## src/rtl/hpu_pkg.sv

```systemverilog
// Shared register-map offsets, bit indices, field widths and the AXI-Lite FSM state type
// for the HPU control register block.
package hpu_pkg;

  localparam int ADDR_W = 20;
  localparam int ITEM_W = 16;

  localparam logic [11:0] CTRL_OFS     = 12'h000;
  localparam logic [11:0] STATUS_OFS   = 12'h004;
  localparam logic [11:0] ADDR_I_OFS   = 12'h008;
  localparam logic [11:0] ADDR_J_OFS   = 12'h00C;
  localparam logic [11:0] ITEM_NUM_OFS = 12'h010;
  localparam logic [11:0] VERSION_OFS  = 12'h014;
  localparam logic [11:0] USER_BASE    = 12'h020;

  localparam int CTRL_GEN_BIT    = 0;
  localparam int CTRL_RUN_BIT    = 1;
  localparam int CTRL_IRQ_EN_BIT = 8;

  localparam int STAT_GEN_BIT  = 0;
  localparam int STAT_RUN_BIT  = 1;
  localparam int STAT_DONE_BIT = 2;
  localparam int STAT_GFS_BIT  = 3;

  typedef enum logic [2:0] {
    ST_IDLE,
    ST_AW,
    ST_W,
    ST_WRESP,
    ST_RD,
    ST_RRESP
  } axil_state_e;

  // Merge new_v into old_v one byte lane at a time, honouring the write strobes.
  function automatic logic [31:0] apply_strb(input logic [31:0] old_v,
                                             input logic [31:0] new_v,
                                             input logic [3:0]  strb);
    logic [31:0] r;
    r = old_v;
    for (int b = 0; b < 4; b++) begin
      if (strb[b]) r[8*b +: 8] = new_v[8*b +: 8];
    end
    return r;
  endfunction

endpackage

```

## src/rtl/axil_slave_fsm.sv

```systemverilog
// AXI-Lite slave handshake FSM: captures write/read requests and presents one-cycle
// wr_en / rd_en strobes to the register file; rdata is captured from rd_data_i.
module axil_slave_fsm
  import hpu_pkg::*;
(
  input  logic        clk_i,
  input  logic        rst_i,
  input  logic [11:0] s_axi_awaddr_i,
  input  logic        s_axi_awvalid_i,
  output logic        s_axi_awready_o,
  input  logic [31:0] s_axi_wdata_i,
  input  logic [3:0]  s_axi_wstrb_i,
  input  logic        s_axi_wvalid_i,
  output logic        s_axi_wready_o,
  output logic        s_axi_bvalid_o,
  input  logic        s_axi_bready_i,
  input  logic [11:0] s_axi_araddr_i,
  input  logic        s_axi_arvalid_i,
  output logic        s_axi_arready_o,
  output logic [31:0] s_axi_rdata_o,
  output logic        s_axi_rvalid_o,
  input  logic        s_axi_rready_i,
  output logic        wr_en_o,
  output logic [11:2] wr_addr_o,
  output logic [31:0] wr_data_o,
  output logic [3:0]  wr_strb_o,
  output logic        rd_en_o,
  output logic [11:2] rd_addr_o,
  input  logic [31:0] rd_data_i
);

  axil_state_e state_q;
  logic        awready_q, wready_q, arready_q, bvalid_q, rvalid_q;
  logic [31:0] rdata_q;
  logic        wr_en_q, rd_en_q;
  logic [11:2] aw_addr_q, ar_addr_q;
  logic [31:0] wdata_q;
  logic [3:0]  wstrb_q;

  logic unused_addr_lsbs;
  assign unused_addr_lsbs = ^{s_axi_awaddr_i[1:0], s_axi_araddr_i[1:0]};

  // Handshake outputs are registered from the next state; the cycle after reset
  // keeps them low so every output starts at 0.
  always_ff @(posedge clk_i) begin
    if (rst_i) begin
      state_q   <= ST_IDLE;
      awready_q <= 1'b0;
      wready_q  <= 1'b0;
      arready_q <= 1'b0;
      bvalid_q  <= 1'b0;
      rvalid_q  <= 1'b0;
      rdata_q   <= '0;
      wr_en_q   <= 1'b0;
      rd_en_q   <= 1'b0;
      aw_addr_q <= '0;
      ar_addr_q <= '0;
      wdata_q   <= '0;
      wstrb_q   <= '0;
    end else begin
      wr_en_q <= 1'b0;
      rd_en_q <= 1'b0;
      case (state_q)
        ST_IDLE: begin
          awready_q <= 1'b1;
          wready_q  <= 1'b1;
          arready_q <= 1'b1;
          if (s_axi_awvalid_i && s_axi_wvalid_i && awready_q && wready_q) begin
            aw_addr_q <= s_axi_awaddr_i[11:2];
            wdata_q   <= s_axi_wdata_i;
            wstrb_q   <= s_axi_wstrb_i;
            wr_en_q   <= 1'b1;
            awready_q <= 1'b0;
            wready_q  <= 1'b0;
            arready_q <= 1'b0;
            bvalid_q  <= 1'b1;
            state_q   <= ST_WRESP;
          end else if (s_axi_awvalid_i && awready_q) begin
            aw_addr_q <= s_axi_awaddr_i[11:2];
            awready_q <= 1'b0;
            arready_q <= 1'b0;
            state_q   <= ST_AW;
          end else if (s_axi_wvalid_i && wready_q) begin
            wdata_q   <= s_axi_wdata_i;
            wstrb_q   <= s_axi_wstrb_i;
            wready_q  <= 1'b0;
            arready_q <= 1'b0;
            state_q   <= ST_W;
          end else if (s_axi_arvalid_i && arready_q) begin
            ar_addr_q <= s_axi_araddr_i[11:2];
            rd_en_q   <= 1'b1;
            awready_q <= 1'b0;
            wready_q  <= 1'b0;
            arready_q <= 1'b0;
            state_q   <= ST_RD;
          end
        end
        ST_AW: begin
          if (s_axi_wvalid_i) begin
            wdata_q  <= s_axi_wdata_i;
            wstrb_q  <= s_axi_wstrb_i;
            wr_en_q  <= 1'b1;
            wready_q <= 1'b0;
            bvalid_q <= 1'b1;
            state_q  <= ST_WRESP;
          end
        end
        ST_W: begin
          if (s_axi_awvalid_i) begin
            aw_addr_q <= s_axi_awaddr_i[11:2];
            wr_en_q   <= 1'b1;
            awready_q <= 1'b0;
            bvalid_q  <= 1'b1;
            state_q   <= ST_WRESP;
          end
        end
        ST_WRESP: begin
          if (s_axi_bready_i) begin
            bvalid_q  <= 1'b0;
            awready_q <= 1'b1;
            wready_q  <= 1'b1;
            arready_q <= 1'b1;
            state_q   <= ST_IDLE;
          end
        end
        ST_RD: begin
          rdata_q  <= rd_data_i;
          rvalid_q <= 1'b1;
          state_q  <= ST_RRESP;
        end
        ST_RRESP: begin
          if (s_axi_rready_i) begin
            rvalid_q  <= 1'b0;
            awready_q <= 1'b1;
            wready_q  <= 1'b1;
            arready_q <= 1'b1;
            state_q   <= ST_IDLE;
          end
        end
        default: state_q <= ST_IDLE;
      endcase
    end
  end

  assign s_axi_awready_o = awready_q;
  assign s_axi_wready_o  = wready_q;
  assign s_axi_arready_o = arready_q;
  assign s_axi_bvalid_o  = bvalid_q;
  assign s_axi_rvalid_o  = rvalid_q;
  assign s_axi_rdata_o   = rdata_q;
  assign wr_en_o         = wr_en_q;
  assign wr_addr_o       = aw_addr_q;
  assign wr_data_o       = wdata_q;
  assign wr_strb_o       = wstrb_q;
  assign rd_en_o         = rd_en_q;
  assign rd_addr_o       = ar_addr_q;

endmodule

```

## src/rtl/hpu_ctrl_regs.sv

```systemverilog
// AXI-Lite register file holding HPU run parameters, control bits, sticky status and user regs.
// Optional interrupt (CTRL[8] irq_en, irq output) is built when HPU_CTRL_IRQ_EN is defined.
module hpu_ctrl_regs
  import hpu_pkg::*;
#(
  parameter int                 NUM_USER     = 4,
  parameter logic [ADDR_W-1:0]  RST_ADDR_I   = 20'd109,
  parameter logic [ADDR_W-1:0]  RST_ADDR_J   = 20'd2,
  parameter logic [ITEM_W-1:0]  RST_ITEM_NUM = 16'd1000,
  parameter logic [31:0]        VERSION      = 32'h0002_0000
) (
  input  logic                    clk,
  input  logic                    rst,
  input  logic [11:0]             s_axi_awaddr,
  input  logic                    s_axi_awvalid,
  output logic                    s_axi_awready,
  input  logic [31:0]             s_axi_wdata,
  input  logic [3:0]              s_axi_wstrb,
  input  logic                    s_axi_wvalid,
  output logic                    s_axi_wready,
  output logic [1:0]              s_axi_bresp,
  output logic                    s_axi_bvalid,
  input  logic                    s_axi_bready,
  input  logic [11:0]             s_axi_araddr,
  input  logic                    s_axi_arvalid,
  output logic                    s_axi_arready,
  output logic [31:0]             s_axi_rdata,
  output logic [1:0]              s_axi_rresp,
  output logic                    s_axi_rvalid,
  input  logic                    s_axi_rready,
  input  logic                    gen_done,
  input  logic                    get_fin,
  output logic                    run,
  output logic                    gen,
  output logic [ADDR_W-1:0]       addr_i,
  output logic [ADDR_W-1:0]       addr_j,
  output logic [ITEM_W-1:0]       item_memory_num,
  output logic [32*NUM_USER-1:0]  user_regs,
  output logic                    irq
);

  localparam logic [7:0] USER_WBASE = USER_BASE[9:2];

  logic        wr_en, rd_en;
  logic [11:2] wr_addr, rd_addr;
  logic [31:0] wr_data, rd_mux;
  logic [3:0]  wr_strb;
  logic [11:0] wofs, rofs;

  logic              gen_q, gen_d, run_q, run_d;
  logic              done_q, done_d, gfs_q, gfs_d;
  logic [ADDR_W-1:0] addr_i_q, addr_i_d, addr_j_q, addr_j_d;
  logic [ITEM_W-1:0] item_q, item_d;
  logic [31:0]       user_q [NUM_USER];
  logic [31:0]       user_d [NUM_USER];
  logic [31:0]       ctrl_rd, status_rd, mrg;
  logic              ctrl_wr, stat_wr;

  axil_slave_fsm u_fsm (
    .clk_i           (clk),
    .rst_i           (rst),
    .s_axi_awaddr_i  (s_axi_awaddr),
    .s_axi_awvalid_i (s_axi_awvalid),
    .s_axi_awready_o (s_axi_awready),
    .s_axi_wdata_i   (s_axi_wdata),
    .s_axi_wstrb_i   (s_axi_wstrb),
    .s_axi_wvalid_i  (s_axi_wvalid),
    .s_axi_wready_o  (s_axi_wready),
    .s_axi_bvalid_o  (s_axi_bvalid),
    .s_axi_bready_i  (s_axi_bready),
    .s_axi_araddr_i  (s_axi_araddr),
    .s_axi_arvalid_i (s_axi_arvalid),
    .s_axi_arready_o (s_axi_arready),
    .s_axi_rdata_o   (s_axi_rdata),
    .s_axi_rvalid_o  (s_axi_rvalid),
    .s_axi_rready_i  (s_axi_rready),
    .wr_en_o         (wr_en),
    .wr_addr_o       (wr_addr),
    .wr_data_o       (wr_data),
    .wr_strb_o       (wr_strb),
    .rd_en_o         (rd_en),
    .rd_addr_o       (rd_addr),
    .rd_data_i       (rd_mux)
  );

  assign s_axi_bresp = 2'b00;
  assign s_axi_rresp = 2'b00;
  assign wofs = {wr_addr, 2'b00};
  assign rofs = {rd_addr, 2'b00};

`ifdef HPU_CTRL_IRQ_EN
  logic irq_en_q, irq_en_d, irq_q;
  assign ctrl_rd = {23'b0, irq_en_q, 6'b0, run_q, gen_q};
  assign irq     = irq_q;
`else
  assign ctrl_rd = {30'b0, run_q, gen_q};
  assign irq     = 1'b0;
`endif
  assign status_rd = {28'b0, gfs_q, done_q, run_q, gen_q};

  // Sticky bits: hardware set events are applied last so they beat software clears.
  always_comb begin
    gen_d    = gen_q;
    run_d    = run_q;
    done_d   = done_q;
    gfs_d    = gfs_q;
    addr_i_d = addr_i_q;
    addr_j_d = addr_j_q;
    item_d   = item_q;
    user_d   = user_q;
    mrg      = '0;
`ifdef HPU_CTRL_IRQ_EN
    irq_en_d = irq_en_q;
`endif
    ctrl_wr = wr_en && (wofs == CTRL_OFS);
    stat_wr = wr_en && (wofs == STATUS_OFS);

    if (gen_done) gen_d = 1'b0;
    if (ctrl_wr) begin
      mrg   = apply_strb(ctrl_rd, wr_data, wr_strb);
      gen_d = mrg[CTRL_GEN_BIT];
      run_d = mrg[CTRL_RUN_BIT];
`ifdef HPU_CTRL_IRQ_EN
      irq_en_d = mrg[CTRL_IRQ_EN_BIT];
`endif
    end
    if (ctrl_wr && wr_strb[0] && wr_data[CTRL_GEN_BIT]) done_d = 1'b0;
    if (stat_wr && wr_strb[0] && wr_data[STAT_DONE_BIT]) done_d = 1'b0;
    if (stat_wr && wr_strb[0] && wr_data[STAT_GFS_BIT])  gfs_d  = 1'b0;
    if (gen_done) done_d = 1'b1;
    if (get_fin)  gfs_d  = 1'b1;

    if (wr_en && (wofs == ADDR_I_OFS)) begin
      mrg      = apply_strb({{(32-ADDR_W){1'b0}}, addr_i_q}, wr_data, wr_strb);
      addr_i_d = mrg[ADDR_W-1:0];
    end
    if (wr_en && (wofs == ADDR_J_OFS)) begin
      mrg      = apply_strb({{(32-ADDR_W){1'b0}}, addr_j_q}, wr_data, wr_strb);
      addr_j_d = mrg[ADDR_W-1:0];
    end
    if (wr_en && (wofs == ITEM_NUM_OFS)) begin
      mrg    = apply_strb({{(32-ITEM_W){1'b0}}, item_q}, wr_data, wr_strb);
      item_d = mrg[ITEM_W-1:0];
    end
    for (int k = 0; k < NUM_USER; k++) begin
      if (wr_en && (wr_addr[11:10] == 2'b00) && (wr_addr[9:2] == USER_WBASE + 8'(k)))
        user_d[k] = apply_strb(user_q[k], wr_data, wr_strb);
    end
  end

  always_comb begin
    rd_mux = '0;
    if (rd_en) begin
      case (rofs)
        CTRL_OFS:     rd_mux = ctrl_rd;
        STATUS_OFS:   rd_mux = status_rd;
        ADDR_I_OFS:   rd_mux = {{(32-ADDR_W){1'b0}}, addr_i_q};
        ADDR_J_OFS:   rd_mux = {{(32-ADDR_W){1'b0}}, addr_j_q};
        ITEM_NUM_OFS: rd_mux = {{(32-ITEM_W){1'b0}}, item_q};
        VERSION_OFS:  rd_mux = VERSION;
        default:      rd_mux = '0;
      endcase
      for (int k = 0; k < NUM_USER; k++) begin
        if ((rd_addr[11:10] == 2'b00) && (rd_addr[9:2] == USER_WBASE + 8'(k)))
          rd_mux = user_q[k];
      end
    end
  end

  always_ff @(posedge clk) begin
    if (rst) begin
      gen_q    <= 1'b0;
      run_q    <= 1'b0;
      done_q   <= 1'b0;
      gfs_q    <= 1'b0;
      addr_i_q <= RST_ADDR_I;
      addr_j_q <= RST_ADDR_J;
      item_q   <= RST_ITEM_NUM;
      for (int k = 0; k < NUM_USER; k++) user_q[k] <= '0;
    end else begin
      gen_q    <= gen_d;
      run_q    <= run_d;
      done_q   <= done_d;
      gfs_q    <= gfs_d;
      addr_i_q <= addr_i_d;
      addr_j_q <= addr_j_d;
      item_q   <= item_d;
      user_q   <= user_d;
    end
  end

`ifdef HPU_CTRL_IRQ_EN
  always_ff @(posedge clk) begin
    if (rst) begin
      irq_en_q <= 1'b0;
      irq_q    <= 1'b0;
    end else begin
      irq_en_q <= irq_en_d;
      irq_q    <= done_q & irq_en_q;
    end
  end
`endif

  assign gen             = gen_q;
  assign run             = run_q;
  assign addr_i          = addr_i_q;
  assign addr_j          = addr_j_q;
  assign item_memory_num = item_q;

  for (genvar g = 0; g < NUM_USER; g++) begin : g_user_out
    assign user_regs[32*g +: 32] = user_q[g];
  end

endmodule

```

## config.mk

```make
export PLATFORM = sky130hd
export DESIGN_NAME = hpu_ctrl_regs
export DESIGN_NICKNAME = d
export VERILOG_FILES = /design/src/rtl/hpu_pkg.sv /design/src/rtl/axil_slave_fsm.sv /design/src/rtl/hpu_ctrl_regs.sv
export SDC_FILE = /design/constraint.sdc
export NUM_CORES = 1
export LEC_CHECK = 0
export CORE_UTILIZATION = 46
export CTS_CLUSTER_DIAMETER = 150
export DETAILED_ROUTE_END_ITERATION = 6
export PLACE_DENSITY = 0.85
export SLEW_MARGIN = 20
export SYNTH_ARGS = -nofsm -noshare
export SYNTH_HDL_FRONTEND = slang
export SYNTH_SLANG_ARGS = --single-unit
```

## constraint.sdc

```tcl
create_clock -name clk -period 1.7 [get_ports clk]
set_clock_uncertainty 0.05 [all_clocks]
set_input_delay 0.255 -clock clk [delete_from_list [all_inputs] [get_ports clk]]
set_output_delay 0.255 -clock clk [all_outputs]
set_load 0.01 [all_outputs]
```

=== Word-level counts from Yosys, hierarchy flattened ===
Index checks and enable logic that the tools add are counted.
W data, S select, Z words.

* Flip-flop bits (word level): 286
* Bits of input ports: 69
* Output and inout port bits: 228
* Word-level logic and storage cells: 218

* Eq/ne operators: 32
* Mux-type cells: 65
* Bitwise operators: 4
* Reductions and logical operators: 76

{| class="wikitable"
|+ Operators by type and width
! kind !! count
|-
| $mux W32 || 9
|-
| $pmux W20 S6 || 1
|-
| $eq A8 B4 Y1 const B || 8
|-
| $pmux W32 S2 || 1
|-
| $reduce_and A2 Y1 || 27
|-
| $eq A10 B2 Y1 const B || 4
|-
| $eq A10 B3 Y1 const B || 3
|-
| $mux W1 || 30
|-
| $mux W10 || 3
|-
| $logic_and A1 B1 Y1 || 25
|-
| $logic_not A12 Y1 || 2
|-
| $mux W3 || 8
|-
| $eq A10 B1 Y1 const B || 2
|-
| $pmux W10 S2 || 1
|-
| $pmux W3 S6 || 1
|-
| $mux W4 || 4
|-
| $reduce_and A5 Y1 || 3
|-
| $pmux W1 S4 || 3
|-
| $reduce_and A4 Y1 || 3
|-
| $reduce_bool A4 Y1 || 3
|-
| $reduce_bool A2 Y1 || 5
|-
| $ne A2 B2 Y1 const B || 4
|-
| $pmux W4 S2 || 1
|-
| $eq A3 B2 Y1 const B || 2
|-
| 14 further kinds || 24
|}

=== Depth between registers and ports, before layout ===
Gate-level depths: netlist of run 1.

* Depth after elaboration: 7
* Mapped depth: 7

=== Cells and area by module ===
From an unflattened synthesis of run 1, not the netlist that was laid out.

* Cells, all modules: 1489
* Area total of the unflattened synthesis: 13300.3 sq um

{| class="wikitable"
|+ By module, submodules not included
! module !! instances !! cells each !! area each (sq um) !! seq. area each (sq um)
|-
| hpu_ctrl_regs || 1 || 1048 || 9547.9 || 3763.6
|-
| axil_slave_fsm || 1 || 441 || 3752.3 || 1961.9
|}

=== Least setup slack after synthesis of run 1 ===
Ideal clock, no wire load.

* Path type: register to register
* Start: register u_fsm.wready_q, in the netlist u_fsm.s_axi_wready_o
* End: register u_fsm.ar_addr_q, in the netlist u_fsm.rd_addr_o[2]
* Library setup time: 128 ps
* Arrival time: 1699 ps
* Data required time: 1522 ps
* Path slack: -177 ps
* Cell stages (with the launch flop): 6
* Clock period less this slack: 1877 ps
* Path through: dfxtp_1 > a211o_1 > or4b_2 > buf_2 > mux2i_1 > nor2_1

* Cells in the longest elaborated chain, start to end: 3
* Elaborated cells on any way between the ends: 5
* Those cells by class: bitwise (2); reduce/logical (3)

{| class="wikitable"
|+ Ends and longest elaborated chain
! element !! RTL line !! source
|-
| start, declared || axil_slave_fsm.sv:33 || <nowiki>logic awready_q, wready_q, arready_q, bvalid_q, rvalid_q;</nowiki>
|-
| start signal, assigned || axil_slave_fsm.sv:49 || <nowiki>wready_q <= 1'b0;</nowiki>
|-
| start signal, assigned || axil_slave_fsm.sv:66 || <nowiki>wready_q <= 1'b1;</nowiki>
|-
| start signal, assigned || axil_slave_fsm.sv:74 || <nowiki>wready_q <= 1'b0;</nowiki>
|-
| $logic_and A1 B1 Y1 (on tied branches) || axil_slave_fsm.sv:68, axil_slave_fsm.sv:83 ||
|-
| $not A1 Y1 (no source line) || n/a ||
|-
| $reduce_and A5 Y1 (no source line) (*) || n/a ||
|-
| end signal, assigned || axil_slave_fsm.sv:90 || <nowiki>ar_addr_q <= s_axi_araddr_i[11:2];</nowiki>
|-
| end, declared || axil_slave_fsm.sv:36 || <nowiki>logic [11:2] aw_addr_q, ar_addr_q;</nowiki>
|}

Every way passes the cells marked *; elsewhere a longest branch is shown, timed or not.
A chain may end at the register's enable or synchronous reset.

=== Final worst setup path of run 1 ===
* Start: register u_fsm.ar_addr_q, in the netlist u_fsm.rd_addr_o[9]
* End: register u_fsm.rdata_q[21], in the netlist u_fsm.s_axi_rdata_o[21]

* Cells in the longest elaborated chain, start to end: 7
* Elaborated cells on any way between the ends: 13
* Those cells by class: eq/ne (4); mux (5); reduce/logical (4)

{| class="wikitable"
|+ Ends and longest elaborated chain
! element !! RTL line !! source
|-
| $eq A8 B4 Y1 || hpu_ctrl_regs.sv:164 || <nowiki>if ((rd_addr[11:10] == 2'b00) && (rd_addr[9:2] == USER_WBASE + 8'(k)))</nowiki>
|-
| $logic_and A1 B1 Y1 || hpu_ctrl_regs.sv:164 ||
|-
| $mux W32 (3 in series) || hpu_ctrl_regs.sv:164 ||
|-
| $mux W32 (*) || hpu_ctrl_regs.sv:164 ||
|-
| $mux W32 (*) || hpu_ctrl_regs.sv:153 || <nowiki>if (rd_en) begin</nowiki>
|-
| end signal, assigned || axil_slave_fsm.sv:127 || <nowiki>rdata_q <= rd_data_i;</nowiki>
|-
| end, declared || axil_slave_fsm.sv:34 || <nowiki>logic [31:0] rdata_q;</nowiki>
|}

Marks and branches as above.

==> flow_metrics.py, run 1 <==
metrics = {
    "status": {
        "status": "finished, violations left",
        "violations": "setup timing",
    },
    "die": {
        "die-area_sq_mm": 0.0284,
        "die_width_microns": 168,
        "fp.dieH_microns": 168,
        "initial_core_util_pct": 47.0,
        "core_area_sq_mm": 0.0271,
        "io_pins": 297,
        "rows": 60,
    },
    "worst_setup_path": {
        "reg2reg_to": "u_fsm.s_axi_rdata_o[21]$_SDFFE_PP0P_",
        "cp_slowest_stage_delay_ns": 0.59,
        "crit_path_end_kind": "flop",
        "path_depth": 7,
        "cp_data_arrival_time_ns": 2.40,
        "crit_slowest_cell": "or4_4",
        "r2r-start": "u_fsm.rd_addr_o[9]$_SDFFE_PP0P_",
        "path_max_fanout": 5,
        "reg2reg_slack_ns": -0.26,
        "critPathKind": "reg -> reg",
        "worst_path_most_repeated_cell": "buf_6",
        "worstSetupStartpoint": "u_fsm.rd_addr_o[9]$_SDFFE_PP0P_",
        "path_buf_inv": 3,
        "critPathLaunchType": "flop",
        "critPathRequiredTime_ns": 2.14,
        "critPathTopFamily": "simple AND/OR/NAND/NOR gates",
        "worstPathCellList": "or4_4 > buf_6 > nor4_4 > buf_6 > clkbuf_16 > a22oi_2 > o21ai_1",
        "r2r_cells": 7,
    },
    "power_and_ir_drop": {
        "powerDensity_mw_per_mm2": 1040,
        "ir_drop_mv": 0.782,
        "finalPower_mw": 19.9,
        "leakagePower_nw": 8.90,
    },
    "yosys": {
        "synth_edf_count": 0,
        "syn_area_sq_mm": 0.0127,
        "yosysUniqueCellTypes": 65,
        "synth-seq-area-share_pct": 44.9,
        "synthCells": 1391,
        "yosysWarningCount": 0,
        "ys_ff_latch": 286,
        "synth-main-ff-cell": "dfxtp_1",
        "async_flop_share_pct": 0,
        "syn_area_per_cell_sq_um": 9.16,
    },
    "global_route": {
        "grtUsageTotal_pct": 30.2,
        "grt_start_max_net_pins": 71,
        "antenna_found_initial": 3,
        "grt_pass1_vias": 12200,
        "grt_overflow_total": 0,
        "grt_pass1_wl_microns": 68000,
    },
    "sta": {
        "slew-limit-headroom_pct": 49.9,
        "setup_ws_ns": -0.259,
        "setup_viol": 261,
        "drv_slew": 0,
        "fmax_mhz": 510,
        "hold_slack_ns": 0.140,
        "rsz0062_at_grt": "yes",
        "fin_tns_setup_ns": -24.44,
        "worst_slew_pin_slew_ns": 0.750,
        "post-route-period-util_pct": 115,
        "hold_viol": 0,
        "period_needed_ns": 1.96,
    },
    "detailed_routing": {
        "num_vias": 12900,
        "wire_per_inst_microns": 22.8,
        "drc": 0,
        "via_per_inst": 5.96,
        "ant_nets": 0,
        "routed_wl_microns": 49200,
        "drtPass1Iterations": 6,
        "drtIter0Drc": 1390,
    },
    "cts": {
        "cts_root_buffer": "clkbuf_16",
        "numCtsBuffers": 30,
        "cts_tree": "built",
        "cts_sinks": 286,
        "cts_max_level": 1,
        "clk_latency_ns": 0.57,
        "cts_max_path_buffers": 3,
        "clkTransAtPathRegs_ns": 0.06,
    },
    "finish": {
        "nets": 1832,
        "drive_gt1_share_pct": 24.0,
        "layout-area-overhead-vs-synth_pct": 50.4,
        "nFillCells": 1855,
    },
    "hold_path": {
        "hp-start": "rst",
        "hold_end": "u_fsm.wr_addr_o[7]$_SDFFE_PP0P_",
        "min_path_type": "in -> reg",
        "whs_path_depth": 3,
    },
    "job": {
        "max-cap-violations": 0,
    },
    "placement": {
        "io_buffers": 287,
        "dpl.hpwl_microns": 30300,
        "place.gp.congestion": 0.898,
    },
}
==> registers in the layout, indices dropped and copies added, names as in the netlist, 10 cells and up <==
| name | cells |
|---|---|
| addr_i | 20 |
| u_fsm.rd_addr_o | 10 |
| u_fsm.wr_addr_o | 10 |
| item_memory_num | 16 |
| u_fsm.s_axi_rdata_o | 32 |
| u_fsm.wr_data_o | 32 |
| user_regs | 128 |
| addr_j | 20 |
==> cells in the mapped netlist (5+ instances only) <==
| master | instances | area [sq um] |
|---|---|---|
| a31oi_1 | 5 | 31.3 |
| buf_4 | 6 | 45.0 |
| o31a_1 | 6 | 52.6 |
| o2bb2ai_1 | 10 | 87.6 |
| nor3_1 | 11 | 55.1 |
| a22oi_2 | 10 | 125 |
| o21ai_0 | 50 | 250 |
| a22oi_1 | 18 | 135 |
| clkbuf_1 | 80 | 300 |
| dfxtp_1 | 286 | 5730 |
| nand3_1 | 16 | 80.1 |
| or3b_2 | 16 | 140 |
| inv_1 | 15 | 56.3 |
| buf_1 | 5 | 18.8 |
| nand2b_1 | 6 | 37.5 |
| a221oi_1 | 5 | 43.8 |
| mux2i_1 | 227 | 2270 |
| nor2_1 | 169 | 634 |
| and2_1 | 14 | 87.6 |
| o221ai_1 | 19 | 166 |
| nor2b_1 | 12 | 75.1 |
| nand4_1 | 14 | 87.6 |
| a21oi_1 | 59 | 295 |
| o21a_1 | 7 | 52.6 |
| nor3b_1 | 5 | 37.5 |
| buf_2 | 20 | 100 |
| nand4_2 | 9 | 113 |
| o22ai_1 | 29 | 181 |
| nand2_1 | 188 | 706 |
| mux2_2 | 18 | 203 |
==> worst register-to-register path, delay by kind of cell (launching register included) <==
| family | cells | cell delay (ns) |
|---|---|---|
| flip-flops | 1 | 0.32 |
| buffers and inverters | 3 | 0.48 |
| AND/OR/NAND/NOR | 2 | 0.85 |
| AO/OA/AOI/OAI | 2 | 0.19 |
==> per-stage QoR <==
step                util, %  setup WS (ns)  std cells  area, sq um
floorplan                 -         -0.101       1395        12800
global placement       62.5         -0.396       2063        16900
detailed placement     62.5         -0.417       2063        16900
CTS                    66.8         -0.191       2134        18100
global route           70.8         -0.318       2160        19200
finish                 70.8         -0.259       2160        19200
==> power breakdown <==
part / leakage, nW / internal [mW] / switching [mW]
Combinational: 6.08 / 2.54 / 3.16
Clock: 0.496 / 3.96 / 2.72
Sequential: 2.32 / 7.06 / 0.469
==> final cells by class <==
class	instances	area, sq um	share of cell area (%)
well taps	372	465	2.43
inverters	17	63.8	0.333
diodes	3	7.51	0.0391
clock inverters	8	92.6	0.483
flip-flops and latches	286	5760	30.0
clock buffers	46	912	4.76
repair buffers	448	4510	23.5
multi-input cells	980	7370	38.4
==> placed cells by master (no fill, tap or decap), drive strengths merged, types with 19 or more instances in the layout <==
master         count
o221ai            19
nand4             23
nor2             169
a22oi             28
mux2i            227
dlygate4sd2      223
clkdlybuf4s50     63
dfxtp            286
o22ai             30
nand2            188
a21oi             59
o21ai             50
clkbuf            54
buf              153
==> repair_timing <==
action                     CTS  global route
setup endpoints to repair  449           261
resized for setup          299           189
buffers inserted            15            14
cloned                       2            11
pin swaps                   28            86
hold buffers                 1             0
hold endpoints to repair    10             0
==> how the worst max path moves through the flow <==
stage	to	slack (ns)
2_1_floorplan	u_fsm.s_axi_rdata_o[15]$_SDFFE_PP0P_	-0.10
3_3_place_gp	u_fsm.rd_addr_o[3]$_SDFFE_PP0P_	-0.40
3_5_place_dp	u_fsm.rd_addr_o[7]$_SDFFE_PP0P_	-0.42
4_1_cts	u_fsm.s_axi_rdata_o[11]$_SDFFE_PP0P_	-0.19
5_1_grt	addr_i[4]$_SDFFE_PP0P_	-0.32
6_report	u_fsm.s_axi_rdata_o[21]$_SDFFE_PP0P_	-0.26
==> logic make-up after synthesis <==
family / share of synthesized area [%]
AND/OR/NAND/NOR: 18.4
flip-flops: 44.9
multiplexers: 19.8
AO/OA/AOI/OAI: 12.6
buffers and inverters: 4.32
other: 0.0294
==> routing by layer <==
| layer | vias to the layer above | wire (microns) | GRT usage (%) |
|---|---|---|---|
| met5 | - | 0 | 0 |
| met2 | 825 | 23000 | 49.3 |
| met3 | 183 | 4630 | 5.21 |
| li1 | 5675 | - | - |
| met1 | 6184 | 18700 | 37.8 |
| met4 | 0 | 2920 | 17.3 |
Power figures use the tool's default switching activity.
==> inputs of run 2 (changes only) <==
- CTS_BUF_LIST: not set -> sky130_fd_sc_hd__clkbuf_16
- HOLD_SLACK_MARGIN: not set -> 0.1
==> flow_metrics.py, run 2 (synthesized netlist as in run 1, its figures left out) <==
metrics = {
    "sta": {
        "drv_slew": 0,
        "slew-limit-headroom_pct": 43.7,
        "fmax_mhz": 514,
        "hold_viol": 0,
        "setup_ws_ns": -0.244,
        "worst_slew_pin_slew_ns": 0.841,
        "post-route-period-util_pct": 114,
        "period_needed_ns": 1.94,
        "setup_viol": 178,
        "rsz0062_at_grt": "yes",
    },
    "die": {
        "initial_core_util_pct": 47.0,
        "die_width_microns": 168,
        "rows": 60,
        "fp.dieH_microns": 168,
        "core_area_sq_mm": 0.0271,
        "die-area_sq_mm": 0.0284,
        "io_pins": 297,
    },
    "detailed_routing": {
        "routed_wl_microns": 46900,
        "ant_nets": 0,
        "drc": 0,
        "num_vias": 12600,
        "via_per_inst": 5.83,
        "wire_per_inst_microns": 21.8,
        "drtIter0Drc": 1167,
        "drtPass1Iterations": 6,
    },
    "power_and_ir_drop": {
        "leakagePower_nw": 8.66,
        "powerDensity_mw_per_mm2": 1010,
        "ir_drop_mv": 0.776,
    },
    "global_route": {
        "grtUsageTotal_pct": 30.1,
        "grt_overflow_total": 0,
        "antenna_found_initial": 2,
        "grt_start_max_net_pins": 71,
        "grt_pass1_vias": 12200,
        "grt_pass1_wl_microns": 67600,
    },
    "hold_path": {
        "whs_path_depth": 3,
        "min_path_type": "in -> reg",
    },
    "placement": {
        "placed_cells": 2063,
        "place.gp.congestion": 0.898,
        "io_buffers": 287,
        "dpl.hpwl_microns": 30300,
    },
    "status": {
        "violations": "setup timing",
        "status": "finished, violations left",
    },
    "finish": {
        "nets": 1827,
        "drive_gt1_share_pct": 19.3,
        "final_common_cell": "dfxtp_1",
        "multi_input_area_sq_mm": 0.00700,
        "layout-area-overhead-vs-synth_pct": 46.3,
        "regArea_sq_mm": 0.00576,
        "largest_reg_flops": 128,
        "final_cells": 2155,
        "final_cell_mix": "dfxtp_1 (268), dlygate4sd2_1 (223), mux2i_1 (218)",
        "nFillCells": 1951,
        "final_util_pct": 68.8,
    },
    "worst_setup_path": {
        "r2r_cells": 6,
        "critPathKind": "reg -> reg",
        "path_max_fanout": 8,
        "critPathLaunchType": "flop",
        "crit_path_end_kind": "flop",
        "critPathRequiredTime_ns": 2.12,
        "cp_data_arrival_time_ns": 2.37,
    },
    "cts": {
        "cts_max_path_buffers": 3,
        "cts_root_buffer": "clkbuf_16",
        "cts_tree": "built",
        "cts_max_level": 1,
        "clkTransAtPathRegs_ns": 0.06,
        "numCtsBuffers": 30,
        "cts_sinks": 286,
        "clk_latency_ns": 0.56,
    },
    "job": {
        "max-cap-violations": 0,
    },
}
-- run 2: worst max-delay path: stages (launching register included) --
cell     delay, ns
dfxtp_2       0.34
or4b_4        0.62
nor4_4        0.27
buf_4         0.19
buf_12        0.16
a22oi_2       0.07
o22ai_1       0.15
-- run 2: cell type report --
class	instances	share of cell area [%]
Tap cell	372	2.50
Inverter	17	0.342
Sequential cell	286	30.9
Multi-Input combinational cell	980	37.5
Timing Repair Buffer	443	23.8
Clock inverter	23	0.798
Clock buffer	31	4.16
Antenna cell	3	0.0402
-- run 2: final timing paths --
path,from,end,slack [ns]
min reg2reg,u_fsm.s_axi_rdata_o[25]$_SDFFE_PP0P_,u_fsm.s_axi_rdata_o[25]$_SDFFE_PP0P_,0.41
max,u_fsm.rd_addr_o[10]$_SDFFE_PP0P_,u_fsm.s_axi_rdata_o[14]$_SDFFE_PP0P_,-0.24
min,s_axi_wdata[26],u_fsm.wr_data_o[26]$_SDFFE_PP0P_,0.20
max reg2reg,u_fsm.rd_addr_o[10]$_SDFFE_PP0P_,u_fsm.s_axi_rdata_o[14]$_SDFFE_PP0P_,-0.24
-- run 2: routing by layer --
metal  share of wire [%]  wire length [microns]  track usage (%)
met5                   0                      0                0
met3                 8.8                   4110             5.17
met4                 5.1                   2420             16.8
met2                  47                  22000             49.4
met1                  39                  18400             37.6
-- run 2: repair_timing --
action / CTS / global route
pin swaps: 31 / 31
hold buffers: 1 / 0
hold endpoints to repair: 10 / 0
gates resized for setup: 301 / 74
endpoints found under the setup margin: 450 / 258
buffers inserted: 15 / 13
cloned: 2 / 8
-- run 2: per-stage QoR --
| step | worst slack (ns) | instance area [sq um] | total power, mW | hold WS, ns | setup TNS [ns] |
|---|---|---|---|---|---|
| after CTS | -0.198 | 18000 | 18.0 | 0.186 | -12.31 |
| after global routing | -0.319 | 18700 | 19.5 | 0.201 | -24.45 |
| after global placement | -0.396 | 16900 | 11.4 | 0.397 | -23.13 |
| after floorplan | -0.101 | 12800 | 9.74 | 0.334 | -1.84 |
| after detailed placement | -0.417 | 16900 | 11.5 | 0.406 | -26.00 |
| final | -0.244 | 18700 | 18.9 | 0.199 | -17.57 |
-- run 2: report_power, final --
part / total, mW / internal, mW / switching, mW
combinational: 5.16 / 2.35 / 2.82
clock: 6.23 / 3.56 / 2.67
sequential: 7.53 / 7.06 / 0.463
total: 18.9 / 13.0 / 5.95
==> inputs of run 3 (changes only) <==
- CAP_MARGIN: not set -> 20
==> results of run 3 <==
Final layout, timing and power as in run 2 (identical DEF).
